## src/rtl/muldiv_unit.sv

```systemverilog
// Iterative multiply/divide unit holding HI/LO; shift-add multiply, restoring divide, STEP bits per cycle.
// Optional MULDIV_SIGNED_EN enables MULT/DIV (two's-complement); otherwise ops 001/011 are invalid.
module muldiv_unit #(
  parameter int unsigned WIDTH = 32,
  parameter int unsigned STEP  = 1
) (
  input  logic             clk,
  input  logic             rst_n,
  input  logic             start,
  input  logic [2:0]       op,
  input  logic [WIDTH-1:0] arg1,
  input  logic [WIDTH-1:0] arg2,
  input  logic             flush,
  output logic             busy,
  output logic             done,
  output logic             div_zero,
  output logic             err,
  output logic [WIDTH-1:0] hi,
  output logic [WIDTH-1:0] lo
);

  localparam int unsigned ITER = WIDTH / STEP;
  localparam int unsigned CW   = $clog2(ITER + 1);

  if (!((STEP == 1) || (STEP == 2) || (STEP == 4)) || ((WIDTH % STEP) != 0)) begin : g_param_check
    $error("muldiv_unit: STEP must be 1, 2 or 4 and divide WIDTH evenly");
  end

  typedef enum logic [2:0] {S_IDLE, S_MUL, S_DIV, S_FIX, S_DONE} state_t;

  state_t             state_q, state_d;
  logic [CW-1:0]      cnt_q, cnt_d;
  logic [2*WIDTH-1:0] acc_q, acc_d;
  logic [WIDTH-1:0]   opnd_q, opnd_d;
  logic [WIDTH-1:0]   hi_q, hi_d, lo_q, lo_d;
  logic               mt_done_q, mt_done_d;
  logic               dz_q, dz_d;
  logic               err_q, err_d;

  logic               op_mul, op_div, op_mthi, op_mtlo, accept;
  logic [WIDTH-1:0]   a_mag, b_mag;
  logic [2*WIDTH-1:0] fix_res, mul_step, div_step;

  assign op_mthi = (op == 3'b100);
  assign op_mtlo = (op == 3'b101);
  assign accept  = (state_q == S_IDLE) && start && !flush && (op_mul || op_div);

`ifdef MULDIV_SIGNED_EN
  logic a_neg, b_neg, op_signed;
  logic div_q, neg_lo_q, neg_hi_q;

  assign op_mul    = (op[2:1] == 2'b00);
  assign op_div    = (op[2:1] == 2'b01);
  assign op_signed = op[0] & ~op[2];
  assign a_neg     = op_signed & arg1[WIDTH-1];
  assign b_neg     = op_signed & arg2[WIDTH-1];
  assign a_mag     = a_neg ? -arg1 : arg1;
  assign b_mag     = b_neg ? -arg2 : arg2;

  // Iterations run on magnitudes; the signs needed by FIX are captured at accept.
  always_ff @(posedge clk or negedge rst_n) begin
    if (!rst_n) begin
      div_q    <= 1'b0;
      neg_lo_q <= 1'b0;
      neg_hi_q <= 1'b0;
    end else if (accept) begin
      div_q    <= op_div;
      neg_lo_q <= a_neg ^ b_neg;
      neg_hi_q <= a_neg & op_div;
    end
  end

  always_comb begin
    fix_res = acc_q;
    if (div_q) begin
      fix_res[WIDTH-1:0]       = neg_lo_q ? -acc_q[WIDTH-1:0] : acc_q[WIDTH-1:0];
      fix_res[2*WIDTH-1:WIDTH] = neg_hi_q ? -acc_q[2*WIDTH-1:WIDTH] : acc_q[2*WIDTH-1:WIDTH];
    end else if (neg_lo_q) begin
      fix_res = -acc_q;
    end
  end
`else
  assign op_mul  = (op == 3'b000);
  assign op_div  = (op == 3'b010);
  assign a_mag   = arg1;
  assign b_mag   = arg2;
  assign fix_res = acc_q;
`endif

  // Multiply: acc = {partial, multiplier}; add multiplicand on LSB, shift right.
  always_comb begin
    logic [WIDTH:0] sum;
    mul_step = acc_q;
    sum      = '0;
    for (int unsigned i = 0; i < STEP; i++) begin
      sum      = {1'b0, mul_step[2*WIDTH-1:WIDTH]} + (mul_step[0] ? {1'b0, opnd_q} : '0);
      mul_step = {sum, mul_step[WIDTH-1:1]};
    end
  end

  // Divide: acc = {remainder, dividend/quotient}; shift left, subtract if it fits.
  always_comb begin
    logic [WIDTH:0]   rs;
    logic [WIDTH-1:0] r, q;
    r  = acc_q[2*WIDTH-1:WIDTH];
    q  = acc_q[WIDTH-1:0];
    rs = '0;
    for (int unsigned i = 0; i < STEP; i++) begin
      rs = {r, q[WIDTH-1]};
      q  = {q[WIDTH-2:0], 1'b0};
      if (rs >= {1'b0, opnd_q}) begin
        rs   = rs - {1'b0, opnd_q};
        q[0] = 1'b1;
      end
      r = rs[WIDTH-1:0];
    end
    div_step = {r, q};
  end

  always_comb begin
    state_d   = state_q;
    cnt_d     = cnt_q;
    acc_d     = acc_q;
    opnd_d    = opnd_q;
    hi_d      = hi_q;
    lo_d      = lo_q;
    mt_done_d = 1'b0;
    dz_d      = 1'b0;
    err_d     = 1'b0;
    if (flush) begin
      state_d = S_IDLE;
      cnt_d   = '0;
    end else begin
      case (state_q)
        S_IDLE: begin
          if (start) begin
            if (op_mul) begin
              state_d = S_MUL;
              cnt_d   = '0;
              acc_d   = {{WIDTH{1'b0}}, b_mag};
              opnd_d  = a_mag;
            end else if (op_div) begin
              if (arg2 == '0) begin
                state_d = S_DONE;
                dz_d    = 1'b1;
              end else begin
                state_d = S_DIV;
                cnt_d   = '0;
                acc_d   = {{WIDTH{1'b0}}, a_mag};
                opnd_d  = b_mag;
              end
            end else if (op_mthi) begin
              hi_d      = arg1;
              mt_done_d = 1'b1;
            end else if (op_mtlo) begin
              lo_d      = arg1;
              mt_done_d = 1'b1;
            end else begin
              err_d = 1'b1;
            end
          end
        end
        S_MUL, S_DIV: begin
          acc_d = (state_q == S_MUL) ? mul_step : div_step;
          cnt_d = cnt_q + CW'(1);
          if (cnt_q == CW'(ITER - 1)) begin
            state_d = S_FIX;
            cnt_d   = '0;
          end
        end
        S_FIX: begin
          state_d      = S_DONE;
          {hi_d, lo_d} = fix_res;
        end
        S_DONE:  state_d = S_IDLE;
        default: state_d = S_IDLE;
      endcase
      if (start && (state_q != S_IDLE)) err_d = 1'b1;
    end
  end

  always_ff @(posedge clk or negedge rst_n) begin
    if (!rst_n) begin
      state_q   <= S_IDLE;
      cnt_q     <= '0;
      acc_q     <= '0;
      opnd_q    <= '0;
      hi_q      <= '0;
      lo_q      <= '0;
      mt_done_q <= 1'b0;
      dz_q      <= 1'b0;
      err_q     <= 1'b0;
    end else begin
      state_q   <= state_d;
      cnt_q     <= cnt_d;
      acc_q     <= acc_d;
      opnd_q    <= opnd_d;
      hi_q      <= hi_d;
      lo_q      <= lo_d;
      mt_done_q <= mt_done_d;
      dz_q      <= dz_d;
      err_q     <= err_d;
    end
  end

  assign busy     = (state_q != S_IDLE);
  assign done     = (state_q == S_DONE) || mt_done_q;
  assign div_zero = dz_q;
  assign err      = err_q;
  assign hi       = hi_q;
  assign lo       = lo_q;

endmodule

```

## config.mk

```make
export PLATFORM = sky130hd
export DESIGN_NAME = muldiv_unit
export DESIGN_NICKNAME = d
export VERILOG_FILES = /design/src/rtl/muldiv_unit.sv
export SDC_FILE = /design/constraint.sdc
export NUM_CORES = 1
export LEC_CHECK = 0
export ABC_AREA = 1
export CAP_MARGIN = 20
export CORE_ASPECT_RATIO = 0.75
export CORE_MARGIN = 2
export CORE_UTILIZATION = 30
export CTS_BUF_LIST = sky130_fd_sc_hd__clkbuf_4 sky130_fd_sc_hd__clkbuf_8
export DETAILED_ROUTE_END_ITERATION = 12
export MAX_ROUTING_LAYER = met4
export PLACE_DENSITY = 0.48
export SYNTH_ARGS = -nofsm -noshare
export SYNTH_HDL_FRONTEND = slang
export SYNTH_SLANG_ARGS = --single-unit
```

## constraint.sdc

```tcl
create_clock -name clk -period 3.55 [get_ports clk]
set_input_delay 0.8875 -clock clk [delete_from_list [all_inputs] [get_ports clk]]
set_output_delay 0.8875 -clock clk [all_outputs]
set_load 0.05 [all_outputs]
```

==> summary.md <==
| Metric | Value |
|---|---|
| Result of the run | `complete, no violations` |
| Area overhead of the layout relative to synthesis | `18.9%` |
| Final nets | `2400` |
| Sequential cell fraction of total power | `18.8%` |
| Post-synthesis register bit count | `172` |
| Slack of the worst reg-to-reg path | `approximately 0.38 ns` |
| Number of hold violations in the final report | `0` |
| Largest area contributor in the netlist | `sky130_fd_sc_hd__dfrtp_1` |
| Filler instances | `5115` |
| Primary FF master, synth | `sky130_fd_sc_hd__dfrtp_1` |
| Max-capacitance violation count | `0` |
| Maximum net fanout on the critical path | `9` |
| Critical path class | `reg -> reg` |
| Final max-slew violation count | `0` |
| Max frequency | `316 MHz` |
| Post-route setup TNS | `0 ns` |
| Sum of routed wire length over all layers | `56.0 mm` |
| Pwr Total | `0.0191 W` |
| CP Launch Type | `flop` |
| Violation count after the first detailed-route iteration | `1298` |
| Max-Slew Margin vs Limit | `54.6%` |
| Floorplan die width | `255 um` |
| All-Layer GR Usage | `23.2%` |
| Switching pwr | `0.0109 W` |
| Worst-path cell chain | `nand2_1 -> inv_1 -> ha_1 -> inv_1 -> fa_1 -> o21ai_0 -> nand2_1 -> nand2_1 -> nand2_1 -> nand2_1 -> nand2_1 -> nand3_1 -> nand2_1 -> nand2_1 -> nand2_1 -> inv_1 -> nand2_1 -> nand2_1` |
| Final cell area excluding filler cells | `~17000 um2` |
| Critical Path Max Stage Delay | `0.57 ns` |
| Dpl hpwl | `44.5 mm` |
| Top-count cell post-synth | `sky130_fd_sc_hd__nand2_1` |
| Latest clock arrival within the worst-skew pair | `0.51 ns` |
| Endpoint of the lowest-slack register-to-register path | `acc_q[63]` |
| DRC violation count after routing | `0` |
| Post-synthesis cell type count | `44` |
| Number of iterations in the first detailed-routing pass | `5` |
| Pwr/cell area | `between 1000 and 1500 nW/um2` |
| Proportion of layout cells with a drive suffix above 1 | `7.61%` |
| # resized after CTS | `0` |
| Share of the clock period used by the worst path after layout | `89.3%` |
| Sequential area share after synthesis | `30.3%` |
| Routed wirelength normalized by instance count | `19.2 um` |
| Sw Ratio | `56.9%` |
| Critical path required time | `3.99 ns` |
| Top cell by count, worst path | `sky130_fd_sc_hd__nand2_1` |
| Antenna violations before repair | `1` |
| DIE AREA | `49100 um2` |
| Mapped Avg Cell Area | `between 6 and 7 um2` |
| CTS tree | `built` |
| Global placer's final weighted congestion | `0.995` |
| Post-route minimum period | `around 3.2 ns` |
| Proportion of register bits with asynchronous set or reset after synthesis | `between 90% and 100%` |
| Post-Synthesis Cell Area | `roughly 14000 um2` |
| Buffer count from post-CTS setup fixing | `0` |
| Number of flops mapped to enable cells by yosys | `0` |
| Number of vias after detailed routing | `about 15000` |
| # hold bufs at CTS | `0` |
| Hold Crit Class | `in -> async` |
| Initial standard-cell utilization of the core | `a little under a third` |
| Clock-pin slew on the worst setup and hold paths | `approximately 0.10 ns` |
| Worst clock skew on the final layout | `0.0149 ns` |
| Combinational Power Share | `about 73%` |
| DP Cell Count | `2882` |
| Via count of the first global-routing pass | `13800` |
| Count of buffers inserted at the top-level ports | `138` |
| Post-detailed-route count of antenna-violating nets | `0` |
| Area share of the leading cell type in the synthesized netlist | `30.3%` |
| Clock power share | `8.6%` |
| Cell with the largest stage delay on the worst path | `sky130_fd_sc_hd__dfrtp_1` |
| Slew at the pin closest to its max-slew limit | `0.681 ns` |
| Num rows | `between 60 and 70` |
| Nets in the synthesized netlist | `roughly 2300` |
| Maximum clock insertion buffer count | `2` |
| R2R Path Start | `acc_q[0]` |
| Root buffer cell | `sky130_fd_sc_hd__clkbuf_8` |
| CTS H-Tree Depth | `4` |
| Die Ht | `192 um` |
| TritonCTS Buffers | `17` |
| Highest ir drop seen on vdd | `842 uV` |
| Number of instances in the synthesized netlist | `2140` |
| Number of synthesis warnings | `0` |
| Static leakage | `8.51 nW` |
| Wire length of the first global-routing pass | `84.6 mm` |
| Total core area | `47100 um2` |
| Congestion Overflow GR | `0` |
| Number of top-level design ports | `139` |
| Data arrival at the endpoint of the critical path | `3.61 ns` |
| Setup repair after global routing missed its margin | `false` |
| Final non-filler cell total | `2914` |
| Instance area at placement | `16500 um2` |
| Kind of capture point of the worst setup path | `flop` |
| Cell Int Power | `0.00823 W` |
| Clk sink count | `172` |
| Worst-case reg-to-reg path depth | `18` |
| Biggest area contributors in the synthesized netlist | `sky130_fd_sc_hd__dfrtp_1 (30%), sky130_fd_sc_hd__nand2_1 (15%), sky130_fd_sc_hd__inv_1 (8.4%)` |
| Pin count of the biggest net entering global routing | `104` |
| Final setup violating endpoints | `0` |
| Via count normalized by instance count | `5.04` |
| Top post-synthesis cells by count | `sky130_fd_sc_hd__nand2_1 (566), sky130_fd_sc_hd__inv_1 (317), sky130_fd_sc_hd__o21ai_0 (213)` |
final cells by class:
type	count	area, um2	area share (%)
Inverter	325	1220	7.22
Timing Repair Buffer	185	1860	11.0
Sequential cell	172	4300	25.5
Antenna cell	1	2.50	0.0148
Clock inverter	12	186	1.10
Clock buffer	19	255	1.51
Multi-Input combinational cell	1561	8270	48.9
Tap cell	639	800	4.73
how the worst max path moves through the flow:
stage,slack [ns],from,endpoint,cells after the start
after floorplan,0.87,acc_q[0],acc_q[63],20
after global placement,0.11,arg2[27],opnd_q[3],13
after detailed placement,0.11,arg2[27],opnd_q[3],13
after CTS,0.37,state_q[1],busy,5
after global routing,0.08,acc_q[0],acc_q[58],15
final,0.38,acc_q[0],acc_q[63],18
through the flow:
stage	utilization [%]	setup slack, ns	hold WS [ns]
3_3_place_gp	35.0	0.115	0.459
3_5_place_dp	35.0	0.114	0.465
6_report	35.9	0.381	0.387
4_1_cts	35.9	0.365	0.379
2_1_floorplan	-	0.875	0.467
5_1_grt	35.9	0.0797	0.403
state kept, by name (all words and copies together) (netlist names), 3 cells and up:
name     cells
acc_q       64
cnt_q        6
hi          32
lo          32
opnd_q      32
state_q      3
metal layers:
layer	routed length (um)	share of wire, %	GRT usage (%)
met4	938	1.7	4.82
met2	24900	44	35.4
met5	0	0	-
met3	3120	5.6	4.16
met1	27100	48	32.1
worst max-delay path, delay by kind of cell (launching register included):
kind	cells	cell delay [ns]
AND/OR/NAND/NOR	12	1.31
adder cells (fa/ha/maj)	2	0.73
flip-flops	1	0.57
AO/OA/AOI/OAI	1	0.25
buffers and inverters	3	0.21
cells in the final DEF, fill, tap and decap left out, types with 20 or more instances in the layout:
master / count
sky130_fd_sc_hd__buf_4: 37
sky130_fd_sc_hd__mux2_1: 26
sky130_fd_sc_hd__nand2_1: 566
sky130_fd_sc_hd__o21ai_0: 213
sky130_fd_sc_hd__ha_1: 65
sky130_fd_sc_hd__nand3_1: 134
sky130_fd_sc_hd__a21oi_1: 121
sky130_fd_sc_hd__dfrtp_1: 172
sky130_fd_sc_hd__nand4_1: 32
sky130_fd_sc_hd__a21o_1: 24
sky130_fd_sc_hd__o21ai_1: 35
sky130_fd_sc_hd__clkdlybuf4s50_1: 137
sky130_fd_sc_hd__mux2_4: 20
sky130_fd_sc_hd__o211ai_1: 36
sky130_fd_sc_hd__nor2_1: 161
sky130_fd_sc_hd__inv_1: 315
sky130_fd_sc_hd__or2_2: 33
logic make-up after synthesis:
family / Yosys count / share of synthesized area (%)
AOI/OAI and AO/OA: 456 / 17.7
buffers and inverters: 407 / 11.6
xor gates and xnor gates: 18 / 1.11
muxes: 48 / 4.33
DFF: 172 / 30.3
and+or+nand+nor: 972 / 29.0
adders and majority gates: 67 / 6.00
power by group through the flow:
stage | Combinational [W] | Sequential [W] | Clock (W)
after floorplan | 0.00812 | 0.00470 | 0
after global placement | 0.0137 | 0.00362 | 0
after detailed placement | 0.0137 | 0.00363 | 0
after CTS | 0.0138 | 0.00361 | 0.00169
after global routing | 0.0153 | 0.00370 | 0.00178
final | 0.0139 | 0.00359 | 0.00164
(Power assumes the default switching activity.)
